[config.mk]
export PLATFORM = sky130hd
export DESIGN_NAME = mem_arbiter
export DESIGN_NICKNAME = d
export VERILOG_FILES = /design/src/rtl/mem_arbiter.sv
export SDC_FILE = /design/constraint.sdc
export NUM_CORES = 1
export LEC_CHECK = 0
export CAP_MARGIN = 20
export CORE_UTILIZATION = 25
export CTS_BUF_LIST = sky130_fd_sc_hd__clkbuf_4 sky130_fd_sc_hd__clkbuf_8
export DETAILED_ROUTE_END_ITERATION = 8
export DONT_BUFFER_PORTS = 1
export PLACE_DENSITY = 0.4
export SETUP_SLACK_MARGIN = 0.3
export SYNTH_ARGS = -nofsm -noshare
export SYNTH_HDL_FRONTEND = slang
export SYNTH_SLANG_ARGS = --single-unit
[constraint.sdc]
create_clock -name clk -period 1.9 [get_ports clk]
set_input_delay 0.38 -clock clk [delete_from_list [all_inputs] [get_ports clk]]
set_output_delay 0.38 -clock clk [all_outputs]
set_load 0.1 [all_outputs]
[src/rtl/mem_arbiter.sv]
// CPU / data-break arbiter and sequencer for the 12-bit core memory.
// Define DB_INCR_EN to enable data-break read-increment-write (INC_WR, db_ovf).
`ifndef MEM_AWIDTH
`define MEM_AWIDTH 15
`endif

module mem_arbiter #(
    parameter int AW     = `MEM_AWIDTH,
    parameter int DB_MAX = 4
) (
    input  logic          clk,
    input  logic          rst_n,
    input  logic          cpu_req,
    input  logic          cpu_we,
    input  logic [AW-1:0] cpu_addr,
    input  logic [11:0]   cpu_wdata,
    output logic          cpu_ack,
    output logic          cpu_rvalid,
    output logic [11:0]   cpu_rdata,
    input  logic          db_req,
    input  logic          db_we,
    input  logic          db_inc,
    input  logic [AW-1:0] db_addr,
    input  logic [11:0]   db_wdata,
    output logic          db_ack,
    output logic          db_rvalid,
    output logic [11:0]   db_rdata,
    output logic          db_ovf,
    output logic [AW-1:0] mem_raddr,
    output logic [AW-1:0] mem_waddr,
    output logic          mem_wren,
    output logic [11:0]   mem_wdata,
    input  logic [11:0]   mem_rdata
);

    typedef enum logic [2:0] {
        S_IDLE,
        S_WR,
        S_RD1,
`ifdef DB_INCR_EN
        S_INC_WR,
`endif
        S_RD2
    } state_t;

    localparam logic [3:0] STREAK_MAX = 4'(DB_MAX);

    state_t        state_q, state_d;
    logic [3:0]    streak_q, streak_d;
    logic          own_db_q, own_db_d;
    logic          cpu_ack_q, cpu_ack_d;
    logic          cpu_rvalid_q, cpu_rvalid_d;
    logic [11:0]   cpu_rdata_q, cpu_rdata_d;
    logic          db_ack_q, db_ack_d;
    logic          db_rvalid_q, db_rvalid_d;
    logic [11:0]   db_rdata_q, db_rdata_d;
    logic [AW-1:0] raddr_q, raddr_d;
    logic [AW-1:0] waddr_q, waddr_d;
    logic          wren_q, wren_d;
    logic [11:0]   wdata_q, wdata_d;

    logic          grant_db, grant_cpu;
    logic          sel_we, sel_inc;
    logic [AW-1:0] sel_addr;
    logic [11:0]   sel_wdata;

    assign sel_we    = grant_db ? db_we    : cpu_we;
    assign sel_addr  = grant_db ? db_addr  : cpu_addr;
    assign sel_wdata = grant_db ? db_wdata : cpu_wdata;

`ifdef DB_INCR_EN
    logic inc_q, inc_d;
    logic ovf_q, ovf_d;
    assign sel_inc = grant_db && !db_we && db_inc;
    assign db_ovf  = ovf_q;
`else
    logic unused_db_inc;
    assign unused_db_inc = db_inc;
    assign sel_inc       = 1'b0;
    assign db_ovf        = 1'b0;
`endif

    always_comb begin
        state_d      = state_q;
        streak_d     = streak_q;
        own_db_d     = own_db_q;
        cpu_ack_d    = 1'b0;
        cpu_rvalid_d = 1'b0;
        cpu_rdata_d  = cpu_rdata_q;
        db_ack_d     = 1'b0;
        db_rvalid_d  = 1'b0;
        db_rdata_d   = db_rdata_q;
        raddr_d      = raddr_q;
        waddr_d      = waddr_q;
        wren_d       = 1'b0;
        wdata_d      = wdata_q;
        grant_db     = 1'b0;
        grant_cpu    = 1'b0;
`ifdef DB_INCR_EN
        inc_d        = inc_q;
        ovf_d        = 1'b0;
`endif
        unique case (state_q)
            S_IDLE: begin
                // db has priority unless it has starved a waiting CPU
                grant_db  = db_req && !(cpu_req && streak_q == STREAK_MAX);
                grant_cpu = cpu_req && !grant_db;
                if (grant_db || grant_cpu) begin
                    own_db_d  = grant_db;
                    db_ack_d  = grant_db;
                    cpu_ack_d = grant_cpu;
`ifdef DB_INCR_EN
                    inc_d     = sel_inc;
`endif
                    if (sel_we) begin
                        state_d = S_WR;
                        wren_d  = 1'b1;
                        waddr_d = sel_addr;
                        wdata_d = sel_wdata;
                    end else begin
                        state_d = S_RD1;
                        raddr_d = sel_addr;
                    end
                end
            end
            S_WR:  state_d = S_IDLE;
            S_RD1: state_d = S_RD2;
            S_RD2: begin
`ifdef DB_INCR_EN
                if (inc_q) begin
                    state_d = S_INC_WR;
                    wren_d  = 1'b1;
                    waddr_d = raddr_q;
                    wdata_d = 12'(mem_rdata + 12'd1);
                end else
`endif
                begin
                    state_d = S_IDLE;
                    if (own_db_q) begin
                        db_rvalid_d = 1'b1;
                        db_rdata_d  = mem_rdata;
                    end else begin
                        cpu_rvalid_d = 1'b1;
                        cpu_rdata_d  = mem_rdata;
                    end
                end
            end
`ifdef DB_INCR_EN
            S_INC_WR: begin
                state_d     = S_IDLE;
                db_rvalid_d = 1'b1;
                db_rdata_d  = wdata_q;
                ovf_d       = (wdata_q == 12'd0);
            end
`endif
            default: state_d = S_IDLE;
        endcase

        if (!cpu_req || grant_cpu)
            streak_d = 4'd0;
        else if (grant_db && streak_q != STREAK_MAX)
            streak_d = streak_q + 4'd1;
    end

    always_ff @(posedge clk) begin
        if (!rst_n) begin
            state_q      <= S_IDLE;
            streak_q     <= 4'd0;
            own_db_q     <= 1'b0;
            cpu_ack_q    <= 1'b0;
            cpu_rvalid_q <= 1'b0;
            cpu_rdata_q  <= '0;
            db_ack_q     <= 1'b0;
            db_rvalid_q  <= 1'b0;
            db_rdata_q   <= '0;
            raddr_q      <= '0;
            waddr_q      <= '0;
            wren_q       <= 1'b0;
            wdata_q      <= '0;
`ifdef DB_INCR_EN
            inc_q        <= 1'b0;
            ovf_q        <= 1'b0;
`endif
        end else begin
            state_q      <= state_d;
            streak_q     <= streak_d;
            own_db_q     <= own_db_d;
            cpu_ack_q    <= cpu_ack_d;
            cpu_rvalid_q <= cpu_rvalid_d;
            cpu_rdata_q  <= cpu_rdata_d;
            db_ack_q     <= db_ack_d;
            db_rvalid_q  <= db_rvalid_d;
            db_rdata_q   <= db_rdata_d;
            raddr_q      <= raddr_d;
            waddr_q      <= waddr_d;
            wren_q       <= wren_d;
            wdata_q      <= wdata_d;
`ifdef DB_INCR_EN
            inc_q        <= inc_d;
            ovf_q        <= ovf_d;
`endif
        end
    end

    assign cpu_ack    = cpu_ack_q;
    assign cpu_rvalid = cpu_rvalid_q;
    assign cpu_rdata  = cpu_rdata_q;
    assign db_ack     = db_ack_q;
    assign db_rvalid  = db_rvalid_q;
    assign db_rdata   = db_rdata_q;
    assign mem_raddr  = raddr_q;
    assign mem_waddr  = waddr_q;
    assign mem_wren   = wren_q;
    assign mem_wdata  = wdata_q;

endmodule

# After elaboration in Yosys (flattened, before gate mapping)
# Index checks and enable logic that the tools add are counted.
# totals
reg_bits	79
inputBits	73
elab_cells	51
# classes
add_sub_neg	1
n_eq_ne	5
n_mux	11
bitwise	3
n_reduce_logical	18
# ops
op	count
$mux 15	1
$mux 12	1
$reduce_and 3->1	3
$reduce_and 2->1	4
$eq 3x2->1 const B	2
$mux 1	6
$pmux 3 s2	1
$add 4x1->4 const B	1
$eq 4x3->1 const B	1
$logic_and 1x1->1	4
$ne 4x3->1 const B	1
$logic_not 1->1	3
$logic_not 3->1	1
$mux 3	1
$not 1->1	3
$logic_or 1x1->1	2
$mux 2	1
$ne 2x2->1 const B	1
$reduce_or 2->1	1

# Depth between registers and ports, before layout
# logic_depth
word_depth	9
mapped_depth	8

# Least setup slack after synthesis
# OpenSTA, ideal clock, no wires.
# synth_timing
kind	register to register
startpoint	register streak_q[0]
endpoint	register streak_q[0]
setup_time_ns	0.142
arrival_ns	1.584
path_slack_ns	0.173
path_stages_with_launch	8
period_less_slack_ns	1.727
cell_sequence	dfxtp_1 > inv_1 > ha_1 > nand3b_4 > o21a_1 > buf_6 > o311ai_0 > nor2_1
# synth_between
elab_chain_len	9
# synth_lines
element	line_no	source
start, declared	49	logic [3:0] streak_q, streak_d;
start signal, assigned	186	streak_q <= streak_d;
$eq 4x3->1	106	grant_db = db_req && !(cpu_req && streak_q == STREAK_MAX);
$logic_and 1x1->1	106	
$logic_not 1->1	106	
$logic_and 1x1->1	106	
$logic_not 1->1	107	grant_cpu = cpu_req && !grant_db;
$logic_and 1x1->1	107	
$mux 1	103	unique case (state_q)
$logic_or 1x1->1	159	if (!cpu_req || grant_cpu)
$reduce_or 2->1 (no line)	--	
# Parallel ways exist; a longest one is shown, timed or not.
# A chain may end at the register's enable or synchronous reset.

# Worst setup path in the final report
# layout_timing
startpoint	register streak_q[1]
endpoint	register waddr_q[0], in the netlist mem_waddr[0]
# layout_between
elab_chain_len	8
# layout_lines
element	line_no	source
$eq 4x3->1 (*)	106	
$logic_and 1x1->1 (*)	106	
$logic_not 1->1 (*)	106	
$logic_and 1x1->1 (*)	106	
$logic_not 1->1	107	
$logic_and 1x1->1	107	
$logic_or 1x1->1	108	if (grant_db || grant_cpu) begin
$reduce_and 3->1 (no line)	--	
end signal, assigned	195	waddr_q <= waddr_d;
end, declared	58	logic [AW-1:0] waddr_q, waddr_d;
# Mark *: on every way between the ends. The rest lies on a longest branch, timed or not.

==> reports/results.ini <==
[grt]
grt_pass1_wl_um=17200
grt_use_total_pct=16.1
first_global_vias=3068
grt_start_max_net_pins=75
overflow=0
grt_antenna_before_repair=0

[routing]
routedWlPerCell_um=18.1
wirelength_um=11200
drtAntennaViolNets=0
drc=0
drt_first_iter_violations=84
via_per_inst=4.88
vias=3032
first_pass_iters=4

[outcome]
status=finished, final reports clean

[hold_path]
hp-class=in -> reg

[sta]
tns_ns=0
maxSlewHeadroom_pct=63.2
setup_viol=0
grt_setup_unrepaired=yes
finalCritPeriodShare_pct=89.6
max_slew.worst_pin.slew_ns=0.550
hold_ws_ns=0.142
skew_ns=0.00540
max_freq_ghz=0.587
hold_violations=0
period_minus_slack_ns=1.70
final_max_slew_viol_count=0

[floorplanning]
dieArea_um2=14200
rows=42
die_h_um=119
die_w_um=119
start_util_pct=25.8
ioPinCount=145
core_area_um2=13300

[run]
max_cap_violations=0

[power_and_ir_drop]
power_density_nw_per_um2=1000
leakage_nw=1.78
ir_drop_mv=0.507

[clocking]
cts_htree_levels=3
path_clk_slew_ns=0.09
cts_tree=built
postCtsHoldBufs=0
clk_latency_ns=0.37
clock_path_buffers=2
cts_made_buffers=9
cts-root-buf=clkbuf_8
numClockSinks=78

[yosys]
netlist.area_leader.share_pct=45.5
avgSynthCellArea_um2=9.66
synth.largest_area_cell=dfxtp_1
yosysWarnings=0
ys_ff_latch=78
synthTopCellsByArea=dfxtp_1 (46%), o2111a_1 (14%), or3_1 (13%)
ys_types=38
syn-num-nets=430
netlist_instances=355
syn_area_um2=3430
yosysSeqAreaShare_pct=45.5

[placement]
dp_hpwl_um=6880
place.port_buffers=0
gp_congestion=0.711

[worst_setup_path]
crit_fanout=7
required_ns=2.21
critPathKind=reg -> reg
cp-start-kind=flop
cp-end-kind=flop
cp.arrival_ns=2.02

[cells_and_area]
final_nets=515
area_growth_syn_to_layout_pct=39.3
insertedDiodeCount=0
layout-drive-gt1-share_pct=34.6

-- registers in the layout, indices dropped and copies added, names as in the netlist, 2 cells and up --
| signal | cells |
|---|---|
| mem_waddr | 15 |
| cpu_rdata | 12 |
| mem_wdata | 12 |
| streak_q | 4 |
| mem_raddr | 15 |
| state_q | 2 |
| db_rdata | 12 |
-- logic make-up after synthesis --
family                   count (synthesis)  synth area share [%]
multiplexers                             3                  1.24
buffers and inverters                   35                  4.60
flip-flops                              78                  45.5
AO/OA/AOI/OAI                           74                  21.0
XOR/XNOR                                 2                 0.511
other                                    1                 0.109
AND/OR/NAND/NOR                        160                  26.3
adder cells (fa/ha/maj)                  2                 0.730
-- synth_stat cells (all sizes together) --
cell type,count
nor3,1
nand3,4
or2,1
o311ai,1
ha,2
dfxtp,78
clkbuf,25
nor2,6
a21boi,24
nand2,51
xnor2,1
or3,86
and3,2
o31a,1
inv,3
nand3b,2
and2,3
mux2i,3
nand4,1
o2111a,42
a21oi,1
conb,1
buf,7
nor3b,1
o21a,2
a22oi,1
o21ai,2
xor2,1
nor2b,2
-- through the flow --
stage	cells	power [mW]	instance area, um2	utilization (%)	setup slack, ns
after global placement	586	3.25	4210	31.7	0.178
after floorplan	355	2.96	3450	-	0.232
after detailed placement	586	3.27	4210	31.7	0.161
final	621	4.78	4780	35.9	0.197
after global routing	621	4.99	4780	35.9	0.121
after CTS	619	4.81	4720	35.5	0.183
-- cell type report --
class	count	area [um2]
fill	1359	8520
multi-input combinational	242	1740
sequential	78	1570
timing repair buffer	106	1020
tap	176	220
clock buffer	9	124
clock inverter	7	97.6
inverter	3	11.3
-- routing by layer --
layer / vias up / GRT usage, % / share of wire (%)
met2: 120 / 26.1 / 46
met1: 1413 / 19.1 / 43
met5: - / 0 / 0
li1: 1482 / - / -
met4: 0 / 6.01 / 1.7
met3: 17 / 6.03 / 8.9
-- timing repair --
action	in CTS	in global routing
gates cloned	4	2
resized for setup	18	4
buffers inserted	13	0
endpoints found under the setup margin	48	48
pin swaps	12	3
-- path summary, 6_finish.rpt --
| check | from | to | slack [ns] | depth (start not counted) |
|---|---|---|---|---|
| worst min-delay path | mem_rdata[2] | cpu_rdata[2]$_SDFFE_PN0P_ | 0.14 | 2 |
| worst max-delay path | streak_q[1]$_SDFFE_PP0P_ | mem_waddr[0]$_SDFFE_PN0P_ | 0.20 | 9 |
| worst min register to register | cpu_rdata[6]$_SDFFE_PN0P_ | cpu_rdata[6]$_SDFFE_PN0P_ | 0.47 | 2 |
| worst max register to register | streak_q[1]$_SDFFE_PP0P_ | mem_waddr[0]$_SDFFE_PN0P_ | 0.20 | 9 |
-- cells in the final DEF (no fill, tap or decap), types with 2 or more instances in the layout --
cell,count
nor2_1,5
buf_12,6
clkbuf_8,9
or3_2,15
nor2b_1,2
mux2i_4,2
bufinv_16,2
nand2_1,50
buf_4,85
buf_6,9
dfxtp_1,75
o21a_1,2
a21boi_0,24
nand3_1,4
clkbuf_16,2
buf_16,4
and2_1,2
or3_1,70
clkinvlp_4,2
o2111a_1,42
inv_2,2
dfxtp_2,3
-- worst max-delay path, cell delays in order, from the launching register on --
cell       delay (ns)
dfxtp_2          0.33
inv_2            0.06
ha_4             0.14
nand3b_4         0.10
o21ai_4          0.18
buf_6            0.14
mux2i_4          0.24
buf_6            0.15
clkbuf_16        0.15
o2111a_1         0.17
-- power breakdown --
part           switching, mW  total (mW)  internal (mW)
Sequential            0.0493        1.80           1.75
Combinational           1.12        1.56          0.436
Clock                  0.679        1.42          0.744
Total                   1.85        4.78           2.93
No activity file was read; power rests on OpenSTA's default activity.
